<file path="src/rtl/rr_mux_pkg.sv">
// Shared constants for the rr_mux block: arbitration mode encodings.
package rr_mux_pkg;

  localparam logic MODE_FIXED = 1'b0;
  localparam logic MODE_RR    = 1'b1;

endpackage

</file>
<file path="src/rtl/rr_arbiter.sv">
// Combinational rotate-priority arbiter: first asserted request at or after ptr, wrapping.
module rr_arbiter #(
  parameter  int N  = 4,
  localparam int SW = $clog2(N)
) (
  input  logic [N-1:0]  req,
  input  logic [SW-1:0] ptr,
  output logic          gnt_valid,
  output logic [SW-1:0] gnt_idx
);

  int idx;

  // Scan farthest-first so the nearest request to ptr is the last one written.
  always_comb begin
    gnt_valid = 1'b0;
    gnt_idx   = '0;
    idx       = 0;
    for (int k = N - 1; k >= 0; k--) begin
      idx = int'(ptr) + k;
      if (idx >= N) idx = idx - N;
      if (req[idx]) begin
        gnt_valid = 1'b1;
        gnt_idx   = SW'(idx);
      end
    end
  end

endmodule

</file>
<file path="src/rtl/rr_mux.sv">
// Registered N-to-1 handshake mux with fixed-select or round-robin arbitration.
module rr_mux
  import rr_mux_pkg::*;
#(
  parameter  int W  = 8,
  parameter  int N  = 4,
  localparam int SW = $clog2(N)
) (
  input  logic          clk,
  input  logic          rst,
  input  logic [N*W-1:0] in_data,
  input  logic [N-1:0]  in_valid,
  output logic [N-1:0]  in_ready,
  input  logic          mode,
  input  logic [SW-1:0] sel,
  output logic [W-1:0]  out_data,
  output logic [SW-1:0] out_ch,
  output logic          out_valid,
  input  logic          out_ready
);

  logic [W-1:0]  out_data_q, out_data_d;
  logic [SW-1:0] out_ch_q, out_ch_d;
  logic          out_valid_q, out_valid_d;
  logic [SW-1:0] ptr_q, ptr_d;

  logic          arb_valid;
  logic [SW-1:0] arb_idx;
  logic          fix_valid;
  logic          gnt_valid;
  logic [SW-1:0] gnt_idx;
  logic [W-1:0]  gnt_data;
  logic          load_en;
  logic          xfer;

  rr_arbiter #(.N(N)) u_arb (
    .req       (in_valid),
    .ptr       (ptr_q),
    .gnt_valid (arb_valid),
    .gnt_idx   (arb_idx)
  );

  // An out-of-range sel matches no channel, so fixed mode simply grants nothing.
  always_comb begin
    fix_valid = 1'b0;
    for (int i = 0; i < N; i++) begin
      if (sel == SW'(i)) fix_valid = in_valid[i];
    end
  end

  assign gnt_valid = (mode == MODE_RR) ? arb_valid : fix_valid;
  assign gnt_idx   = (mode == MODE_RR) ? arb_idx   : sel;
  assign load_en   = !out_valid_q || out_ready;
  assign xfer      = gnt_valid && load_en && !rst;

  always_comb begin
    gnt_data = '0;
    in_ready = '0;
    for (int i = 0; i < N; i++) begin
      if (gnt_idx == SW'(i)) begin
        gnt_data    = in_data[i*W +: W];
        in_ready[i] = xfer;
      end
    end
  end

  always_comb begin
    out_data_d  = out_data_q;
    out_ch_d    = out_ch_q;
    out_valid_d = out_valid_q;
    ptr_d       = ptr_q;
    if (xfer) begin
      out_data_d  = gnt_data;
      out_ch_d    = gnt_idx;
      out_valid_d = 1'b1;
      if (mode == MODE_RR) ptr_d = (gnt_idx == SW'(N - 1)) ? '0 : gnt_idx + 1'b1;
    end else if (out_valid_q && out_ready) begin
      out_valid_d = 1'b0;
    end
  end

  always_ff @(posedge clk) begin
    if (rst) begin
      out_data_q  <= '0;
      out_ch_q    <= '0;
      out_valid_q <= 1'b0;
      ptr_q       <= '0;
    end else begin
      out_data_q  <= out_data_d;
      out_ch_q    <= out_ch_d;
      out_valid_q <= out_valid_d;
      ptr_q       <= ptr_d;
    end
  end

  assign out_data  = out_data_q;
  assign out_ch    = out_ch_q;
  assign out_valid = out_valid_q;

endmodule
</file>
<file path="config.mk">
export PLATFORM = sky130hd
export DESIGN_NAME = rr_mux
export DESIGN_NICKNAME = d
export VERILOG_FILES = /design/src/rtl/rr_mux_pkg.sv /design/src/rtl/rr_arbiter.sv /design/src/rtl/rr_mux.sv
export SDC_FILE = /design/constraint.sdc
export NUM_CORES = 1
export LEC_CHECK = 0
export BUFFER_PORTS_ARGS = -buffer_cell sky130_fd_sc_hd__buf_2
export CAP_MARGIN = 10
export CORE_MARGIN = 2
export CORE_UTILIZATION = 47
export DETAILED_ROUTE_END_ITERATION = 10
export GPL_TIMING_DRIVEN = 0
export PLACE_DENSITY = 0.82
export RECOVER_POWER = 50
export REMOVE_ABC_BUFFERS = 1
export SETUP_SLACK_MARGIN = 0.05
export SYNTH_ARGS = -nofsm -noshare
export SYNTH_HDL_FRONTEND = slang
export SYNTH_SLANG_ARGS = --single-unit
export TNS_END_PERCENT = 1
</file>
<file path="constraint.sdc">
create_clock -name clk -period 3.63 [get_ports clk]
set_input_delay 0.1815 -clock clk [delete_from_list [all_inputs] [get_ports clk]]
set_output_delay 0.1815 -clock clk [all_outputs]
set_load 0.05 [all_outputs]
</file>
==> flow_metrics.py <==
metrics = {
    "cts": {
        "cts_resized": 0,
        "h-tree-depth": 1,
        "clockBufferDepth": 2,
        "cts_setup_buffers": 0,
        "ctsHoldBuffers": 0,
        "numCtsBuffers": 3,
        "cts_tree": "yes",
        "path_clk_slew_ns": 0.08,
        "cts.sinks": 13,
        "clockRootBuffer": "clkbuf_4",
        "insertion_delay_ns": 0.28,
    },
    "placement": {
        "place_congestion": 0.705,
        "post_dp_cell_area_um2": 1330,
        "portBuffers": 56,
        "dp_slack_ns": 0.593,
        "dp_hpwl_mm": 2.27,
    },
    "setup_path": {
        "crit_type": "reg -> reg",
        "cp_data_required_time_ns": 3.75,
        "end_kind": "flip-flop",
        "crit_arrival_ns": 3.21,
        "crit_fanout": 11,
        "start_kind": "flip-flop",
    },
    "logic_synthesis": {
        "synth_ff_type": "dfxtp_1",
        "ys_types": 42,
        "synth-seq-area-share_pct": 23.9,
        "syn_area_um2": 1090,
        "async_flop_share_pct": 0,
        "synth.ff_latch_count": 13,
        "netlist_instances": 126,
        "synth_edf_count": 0,
        "avgSynthCellArea_um2": 8.63,
        "yosysWarningCount": 0,
    },
    "routing": {
        "wl_mm": 2.89,
        "num_vias": 1135,
        "viasPerCell": 5.62,
        "drt-initial-drc-count": 38,
        "routedWlPerCell_um": 14.3,
        "ant_nets": 0,
        "route.detailed.drc": 0,
        "first_pass_iters": 4,
    },
    "final_layout": {
        "final_layout_size_suffix_gt1_share_pct": 35.1,
        "final_common_cell": "buf_2",
        "final_cell_mix": "buf_2 (45), dfxtp_1 (13), clkbuf_1 (12)",
        "post-route-util_pct": 60.4,
        "diodes": 0,
        "final_area_um2": 1320,
        "final_nets": 221,
        "area_delta_synth_final_pct": 21.6,
    },
    "timing": {
        "fin_ws_ns": 0.546,
        "slew_violations": 0,
        "slew_headroom_pct": 25.1,
        "worst_pin_slew_ns": 1.11,
        "fin_crit_sh_pct": 85.0,
        "hold_violations": 0,
        "setup_viol": 0,
        "max_freq_mhz": 324,
        "rsz0062_at_grt": "no",
        "tns_ns": 0,
        "fin_skew_ns": 0.00397,
        "fin_crit_ns": 3.08,
    },
    "pwr": {
        "power_w": 0.000501,
        "powerDensity_nw_per_um2": 379,
        "power_leakage_nw": 0.571,
        "ir_worst_vdd_mv": 0.192,
    },
    "run": {
        "maxCapViolations": 0,
    },
    "global_routing": {
        "grt_pass1_wl_mm": 4.65,
        "antenna_found_initial": 0,
        "grt_pass1_vias": 1061,
        "grt_max_degree": 15,
        "overflow": 0,
        "globalRouteTotalUtil_pct": 22.5,
    },
    "floorplan": {
        "die_w_um": 52.1,
        "die-area_um2": 2710,
        "rows": 17,
        "start_util_pct": 49.6,
        "io_pins": 57,
        "dieHeight_um": 52.1,
        "coreArea_um2": 2190,
    },
    "worst_hold_path": {
        "hold_class": "in -> reg",
    },
    "outcome": {
        "status": "completed",
    },
}
-- power by group --
part / internal, W / switching, W
clock network: 0.0000427 / 0.0000486
logic: 0.0000790 / 0.000157
registers: 0.000161 / 0.0000123
total: 0.000283 / 0.000218
-- layout make-up --
cell class,count,area [um^2]
Clock buffer,4,26.3
Inverter,10,37.5
Fill cell,206,868
Sequential cell,13,260
Multi-Input combinational cell,91,697
Tap cell,28,35.0
Timing Repair Buffer,56,267
-- routing by layer --
layer,global-route usage [%],wire length (um),up-vias
li1,-,-,583
met1,30.9,1300,511
met2,34.2,1370,34
met3,3.16,169,7
met4,11.0,52,0
met5,0,0,-
-- worst paths after layout --
kind | from | endpoint | slack [ns] | depth (start not counted)
worst min register to register | out_data[6] | out_data[6] | 0.52 | 2
worst max-delay path | ptr_q[0] | out_data[4] | 0.55 | 8
worst min-delay path | rst | out_valid | 0.09 | 2
worst max register to register | ptr_q[0] | out_data[4] | 0.55 | 8
-- synthesized netlist by cell type (2+ instances only) --
cell type,n,area share [%]
nand3b_1,2,1.4
a31oi_1,2,1.2
clkbuf_1,7,2.4
buf_6,2,2.1
nor2b_1,2,1.2
o21ai_0,5,2.3
a21oi_1,3,1.4
o211ai_1,11,7.6
inv_1,8,2.8
a22oi_1,8,5.5
dfxtp_1,13,24
clkinv_1,2,0.69
ha_1,4,4.6
o21ai_2,6,4.8
a221o_1,7,6.4
or2_2,2,1.2
nor2_1,7,2.4
o21a_1,8,5.5
nand2_1,4,1.4
-- flip-flops by register name (all words and copies together) (netlist names) --
signal,cells
out_data,8
ptr_q,2
out_ch,2
out_valid,1
-- metrics by stage --
stage / hold slack (ns) / cells
floorplan: 0.251 / 114
global placement: 0.380 / 198
detailed placement: 0.388 / 198
CTS: 0.0878 / 202
global route: 0.102 / 202
finish: 0.0913 / 202
-- worst max-delay path, stage by stage, from the launching register on --
cell and delay (ns):
dfxtp_1 0.42, inv_1 0.16, a21oi_1 0.08, o311ai_0 0.91, ha_1 0.52, nor2b_1 0.19, a221o_1 0.34, a22oi_1 0.18
o21ai_0 0.12
-- cell families (layout without fill, tap and decap cells) --
| logic type | count (synthesis) | after routing | share of synthesized area [%] |
|---|---|---|---|
| mux | 3 | 3 | 5.06 |
| flops | 13 | 13 | 23.9 |
| fa+ha+maj | 4 | 4 | 4.60 |
| buf+inv | 22 | 70 | 10.6 |
| simple gates | 25 | 25 | 13.3 |
| compound gates | 59 | 59 | 42.5 |
Power figures use the tool's default switching activity.
